**src/rtl/seq_codes_pkg.sv**
```systemverilog
// Shared status-code definitions for the byte-sequence detector and its consumers.
// Holds the detector's code constants, the stage encoding, the code-to-stage decode
// and the legal-transition rule between consecutive codes.
package seq_codes_pkg;

    localparam logic [7:0] CodeReset = 8'h00;
    localparam logic [7:0] CodeIdle  = 8'h01;
    localparam logic [7:0] CodeS1    = 8'h03;
    localparam logic [7:0] CodeS2    = 8'h05;
    localparam logic [7:0] CodeS3    = 8'h09;
    localparam logic [7:0] CodeS4    = 8'h11;

    typedef enum logic [2:0] {
        StageIdle = 3'd0,
        Stage1    = 3'd1,
        Stage2    = 3'd2,
        Stage3    = 3'd3,
        Stage4    = 3'd4
    } stage_e;

    function automatic logic is_legal_code(input logic [7:0] code);
        return (code == CodeReset) || (code == CodeIdle) || (code == CodeS1) ||
               (code == CodeS2) || (code == CodeS3) || (code == CodeS4);
    endfunction

    // Only meaningful for legal codes; anything else maps to idle.
    function automatic stage_e decode_stage(input logic [7:0] code);
        stage_e st;
        unique case (code)
            CodeS1:  st = Stage1;
            CodeS2:  st = Stage2;
            CodeS3:  st = Stage3;
            CodeS4:  st = Stage4;
            default: st = StageIdle;
        endcase
        return st;
    endfunction

    // Assumes cur is already a legal code.
    function automatic logic is_legal_step(input logic [7:0] prev, input logic [7:0] cur);
        logic ok;
        ok = (cur == prev) || (cur == CodeReset);
        unique case (prev)
            CodeReset: ok = ok || (cur == CodeIdle);
            CodeIdle:  ok = ok || (cur == CodeS1);
            CodeS1:    ok = ok || (cur == CodeS2) || (cur == CodeIdle);
            CodeS2:    ok = ok || (cur == CodeS3) || (cur == CodeIdle);
            CodeS3:    ok = ok || (cur == CodeS4) || (cur == CodeIdle);
            CodeS4:    ok = ok || (cur == CodeIdle);
            default:   ok = ok;
        endcase
        return ok;
    endfunction

endpackage

```
**src/rtl/sat_cnt.sv**
```systemverilog
// Saturating up-counter with synchronous clear.
// Ports:
//   clk  - clock
//   rst  - synchronous active-high reset
//   inc  - count one event this cycle
//   clr  - synchronous clear, wins over inc
//   cnt  - current count, stops at all-ones
module sat_cnt #(
    parameter int unsigned W = 8
) (
    input  logic         clk,
    input  logic         rst,
    input  logic         inc,
    input  logic         clr,
    output logic [W-1:0] cnt
);

    logic [W-1:0] cnt_d, cnt_q;

    always_comb begin
        cnt_d = cnt_q;
        if (clr) begin
            cnt_d = '0;
        end else if (inc && (cnt_q != {W{1'b1}})) begin
            cnt_d = cnt_q + 1'b1;
        end
    end

    always_ff @(posedge clk) begin
        if (rst) begin
            cnt_q <= '0;
        end else begin
            cnt_q <= cnt_d;
        end
    end

    assign cnt = cnt_q;

endmodule

```
**src/rtl/seq_lock_monitor.sv**
```systemverilog
// Monitors the detector status code: decodes the stage, flags illegal codes or
// transitions (sticky, first offending code captured), qualifies lock after a dwell
// in the final code, and counts lock acquisitions and aborted partial sequences.
// Ports:
//   clk, rst   - clock, synchronous active-high reset
//   in_val     - detector status code, sampled every cycle
//   clr        - clears counters and error capture
//   stage      - stage of last legal code
//   lock       - qualified lock
//   lock_rise  - one-cycle pulse on lock 0->1
//   lock_cnt   - lock acquisitions (saturating)
//   abort_cnt  - abandoned partial sequences (saturating)
//   err        - sticky error flag
//   err_code   - in_val that raised the first error
module seq_lock_monitor
    import seq_codes_pkg::*;
#(
    parameter int unsigned LOCK_CYCLES = 4,
    parameter int unsigned CNT_W       = 8
) (
    input  logic             clk,
    input  logic             rst,
    input  logic [7:0]       in_val,
    input  logic             clr,
    output logic [2:0]       stage,
    output logic             lock,
    output logic             lock_rise,
    output logic [CNT_W-1:0] lock_cnt,
    output logic [CNT_W-1:0] abort_cnt,
    output logic             err,
    output logic [7:0]       err_code
);

    localparam logic [7:0] DwellMax = 8'(LOCK_CYCLES);

    logic [7:0] prev_d, prev_q;
    stage_e     stage_d, stage_q;
    logic [7:0] dwell_d, dwell_q;
    logic       lock_d, lock_q;
    logic       lock_rise_d, lock_rise_q;
    logic       err_d, err_q;
    logic [7:0] err_code_d, err_code_q;
    logic       legal;
    logic       abort_inc;

    always_comb begin
        prev_d     = prev_q;
        stage_d    = stage_q;
        dwell_d    = dwell_q;
        err_d      = err_q;
        err_code_d = err_code_q;
        abort_inc  = 1'b0;

        legal = is_legal_code(in_val) && is_legal_step(prev_q, in_val);

        if (!legal) begin
            // Resynchronise to the detector-reset code so the next 0x01 is accepted.
            prev_d  = CodeReset;
            dwell_d = '0;
            if (!err_q) begin
                err_d      = 1'b1;
                err_code_d = in_val;
            end
        end else begin
            prev_d  = in_val;
            stage_d = decode_stage(in_val);
            if (in_val == CodeS4) begin
                dwell_d = (dwell_q == DwellMax) ? dwell_q : dwell_q + 8'd1;
            end else begin
                dwell_d = '0;
            end
            // Falling back to idle from a mid-sequence stage; 0x11->0x01 is a lock loss.
            abort_inc = (in_val == CodeIdle) &&
                        ((prev_q == CodeS1) || (prev_q == CodeS2) || (prev_q == CodeS3));
        end

        if (clr) begin
            err_d      = 1'b0;
            err_code_d = '0;
        end

        lock_d      = (dwell_d == DwellMax);
        lock_rise_d = lock_d && !lock_q;
    end

    always_ff @(posedge clk) begin
        if (rst) begin
            prev_q      <= CodeReset;
            stage_q     <= StageIdle;
            dwell_q     <= '0;
            lock_q      <= 1'b0;
            lock_rise_q <= 1'b0;
            err_q       <= 1'b0;
            err_code_q  <= '0;
        end else begin
            prev_q      <= prev_d;
            stage_q     <= stage_d;
            dwell_q     <= dwell_d;
            lock_q      <= lock_d;
            lock_rise_q <= lock_rise_d;
            err_q       <= err_d;
            err_code_q  <= err_code_d;
        end
    end

    sat_cnt #(
        .W (CNT_W)
    ) u_lock_cnt (
        .clk (clk),
        .rst (rst),
        .inc (lock_rise_d),
        .clr (clr),
        .cnt (lock_cnt)
    );

    sat_cnt #(
        .W (CNT_W)
    ) u_abort_cnt (
        .clk (clk),
        .rst (rst),
        .inc (abort_inc),
        .clr (clr),
        .cnt (abort_cnt)
    );

    assign stage     = stage_q;
    assign lock      = lock_q;
    assign lock_rise = lock_rise_q;
    assign err       = err_q;
    assign err_code  = err_code_q;

endmodule

```
**config.mk**
```make
export PLATFORM = sky130hd
export DESIGN_NAME = seq_lock_monitor
export DESIGN_NICKNAME = d
export VERILOG_FILES = /design/src/rtl/seq_codes_pkg.sv /design/src/rtl/sat_cnt.sv /design/src/rtl/seq_lock_monitor.sv
export SDC_FILE = /design/constraint.sdc
export NUM_CORES = 1
export LEC_CHECK = 0
export ABC_AREA = 1
export CAP_MARGIN = 20
export CORE_MARGIN = 3
export CORE_UTILIZATION = 55
export CTS_BUF_LIST = sky130_fd_sc_hd__clkbuf_4
export CTS_CLUSTER_SIZE = 20
export DETAILED_ROUTE_END_ITERATION = 10
export PLACE_DENSITY = 0.89
export SLEW_MARGIN = 20
export SYNTH_ARGS = -nofsm -noshare
export SYNTH_HDL_FRONTEND = slang
export SYNTH_HIERARCHICAL = 1
export SYNTH_SLANG_ARGS = --single-unit
```
**constraint.sdc**
```tcl
create_clock -name clk -period 2.8 [get_ports clk]
set_input_delay 0.28 -clock clk [delete_from_list [all_inputs] [get_ports clk]]
set_output_delay 0.28 -clock clk [all_outputs]
set_load 0.02 [all_outputs]
```
==> metrics.cfg <==
[outcome]
status=finished, final reports clean

[timing]
finalCriticalPeriod_ns=2.27
hold_violations=0
tightest_slew_ns=0.526
drv_slew=0
rsz0062_at_grt=false
fin_skew_ns=0.0207
slew_headroom_pct=64.8
finalCritPeriodShare_pct=81.2
finalSetupViolations=0
fin_tns_setup_ns=0
fin_ws_ns=0.527
fmax_ghz=0.440
worst_hold_slack_ns=0.455

[yosys]
synth.area.top_cells=dfxtp_1 37%, nand2_1 12%, nor2_1 12%, inv_1 7.0%, nand3_1 6.0%
yosysMostFrequentCell=nand2_1
yosys.area.top_type_share_pct=36.8
synth_common_cells=83 x nand2_1, 79 x nor2_1, 47 x inv_1
synth_edf_count=0
synthCells=379
yosysSeqAreaShare_pct=36.8
synth-seq-cells=46
ys_types=26
synth_top_area_cell=dfxtp_1
synth-warning-count=6
avgSynthCellArea_um2=6.61
synthFlopType=dfxtp_1
synth_area_um2=2500
async_reset_ff_share_pct=0

[finish]
synthToLayoutAreaGrowth_pct=22.8
layout-drive-gt1-share_pct=10.5
nets=442
num_antenna_cells=0

[floorplan]
ios=41
die_x_um=73.5
die_y_um=73.5
fp.coreArea_um2=4200
start_util_pct=59.6
dieArea_um2=5400
rows=23

[global_routing]
antenna_found_initial=0
grt_max_degree=15
grt_pass1_wl_um=8890
overflow=0
grt_pass1_vias=2134
track_usage_pct=20.7

[critical_path]
crit_family=simple AND/OR/NAND/NOR gates
path_cells=ha_1, nand3_1, o21ai_0, nand2_1, o311ai_1, nand2_1, nor2_1, buf_4, nand2_1, nor2_1, nor2_1
crit_type=register to register
worstPathArrival_ns=2.55
start_kind=register
crit_required_ns=3.08
crit_path_top_delay_cell=dfxtp_1
path_buf_inv=1
cp-end-kind=register
max_stage_delay_ns=0.40
path_max_fanout=10

[cts]
cts_buffer_depth=2
cts_root_buf=clkbuf_4
insertion_delay_ns=0.37
cts.sinks=46
cts_hold_buffers=0
cts_max_level=2
path_clk_slew_ns=0.14
numCtsBuffers=5
post_cts_resized=0
cts_tree=yes
cts_setup_buffers=0

[route]
drtIter0Drc=125
drc=0
wl_um=5270
drtAntennaViolNets=0
routed_via_density=5.09
vias=2434
firstDrtPassIters=4
wl_per_cell_um=11.0

[run]
maxCapViolations=0

[place]
dpl.hpwl_um=4110
portBuffers=40
pre_cts_slack_ns=0.200
gp_congestion=0.929

[min_path]
hold_class=register to register

[power]
total_power_mw=1.24
peakVddDrop_mv=0.479
power_density_nw_per_um2=404
power.leakage_nw=1.32

[final timing paths]
check | depth (start not counted) | slack [ns] | end | start
worst min register to register | 1 | 0.46 | lock_rise$_SDFF_PP0_ | lock$_SDFF_PP0_
worst max register to register | 11 | 0.53 | u_lock_cnt/cnt[7]$_SDFFE_PP0P_ | dwell_q[0]$_SDFF_PP0_
worst min-delay path | 1 | 0.46 | lock_rise$_SDFF_PP0_ | lock$_SDFF_PP0_
worst max-delay path | 11 | 0.53 | u_lock_cnt/cnt[7]$_SDFFE_PP0P_ | dwell_q[0]$_SDFF_PP0_
[placed cells by master (no fill, tap or decap)]
master	instances
ha_1	4
xor2_1	4
nand2_2	5
nand3_1	30
inv_1	47
dfxtp_1	46
nand3_4	2
a21oi_2	4
nor2_4	4
o311ai_1	1
nor2_2	9
xnor2_1	3
clkinv_1	1
bufinv_16	2
clkbuf_4	5
a21oi_1	13
clkdlybuf4s50_1	40
nor2_1	79
nor3_1	3
a31oi_1	1
o21ai_0	18
inv_4	1
buf_4	1
nand2_4	3
nand4_1	7
nand3_2	2
inv_2	6
conb_1	3
a21boi_2	1
nand2_1	83
[registers in the layout, indices dropped and copies added, names as in the netlist]
signal,flops
dwell_q,8
err,1
err_code,8
lock,1
lock_rise,1
prev_q,8
stage,3
u_abort_cnt/cnt,8
u_lock_cnt/cnt,8
[area by class of cell]
| class | instances | area [µm²] |
|---|---|---|
| fillers | 352 | 1130 |
| clock inverters | 3 | 63.8 |
| multi-input cells | 279 | 1380 |
| flip-flops and latches | 46 | 921 |
| inverters | 54 | 205 |
| well taps | 50 | 62.6 |
| repair buffers | 41 | 408 |
| clock buffers | 5 | 37.5 |
[through the flow]
stage / utilization, % / instance area, µm² / instances
5_1_grt: 73.2 / 3080 / 478
3_3_place_gp: 70.8 / 2970 / 470
2_1_floorplan: - / 2510 / 381
3_5_place_dp: 70.8 / 2970 / 470
4_1_cts: 73.2 / 3080 / 478
6_report: 73.2 / 3080 / 478
[where the power goes]
| group | internal [mW] | leakage, nW | switching (mW) | total (mW) |
|---|---|---|---|---|
| Sequential | 0.663 | 0.373 | 0.00517 | 0.668 |
| Clock | 0.275 | 0.0528 | 0.209 | 0.484 |
| Combinational | 0.0378 | 0.898 | 0.0516 | 0.0895 |
[cell families (layout without fill, tap and decap cells)]
kind of cell	after synthesis	count (layout)	synth area share, %
buffers and inverters	56	103	8.50
AO/OA/AOI/OAI	38	38	8.65
AND/OR/NAND/NOR	227	227	41.5
XOR/XNOR	7	7	2.45
adder cells (fa/ha/maj)	4	4	2.00
flip-flops	46	46	36.8
other	1	3	0.150
[metal layers]
layer  global-route usage [%]  routed length, µm  vias to the layer above
li1                         -                  -                     1287
met1                     24.9               2390                     1083
met2                     36.5               2520                       53
met3                     4.38                260                       11
met4                     6.44                 96                        0
met5                        0                  0                        -
(Power assumes the default switching activity.)
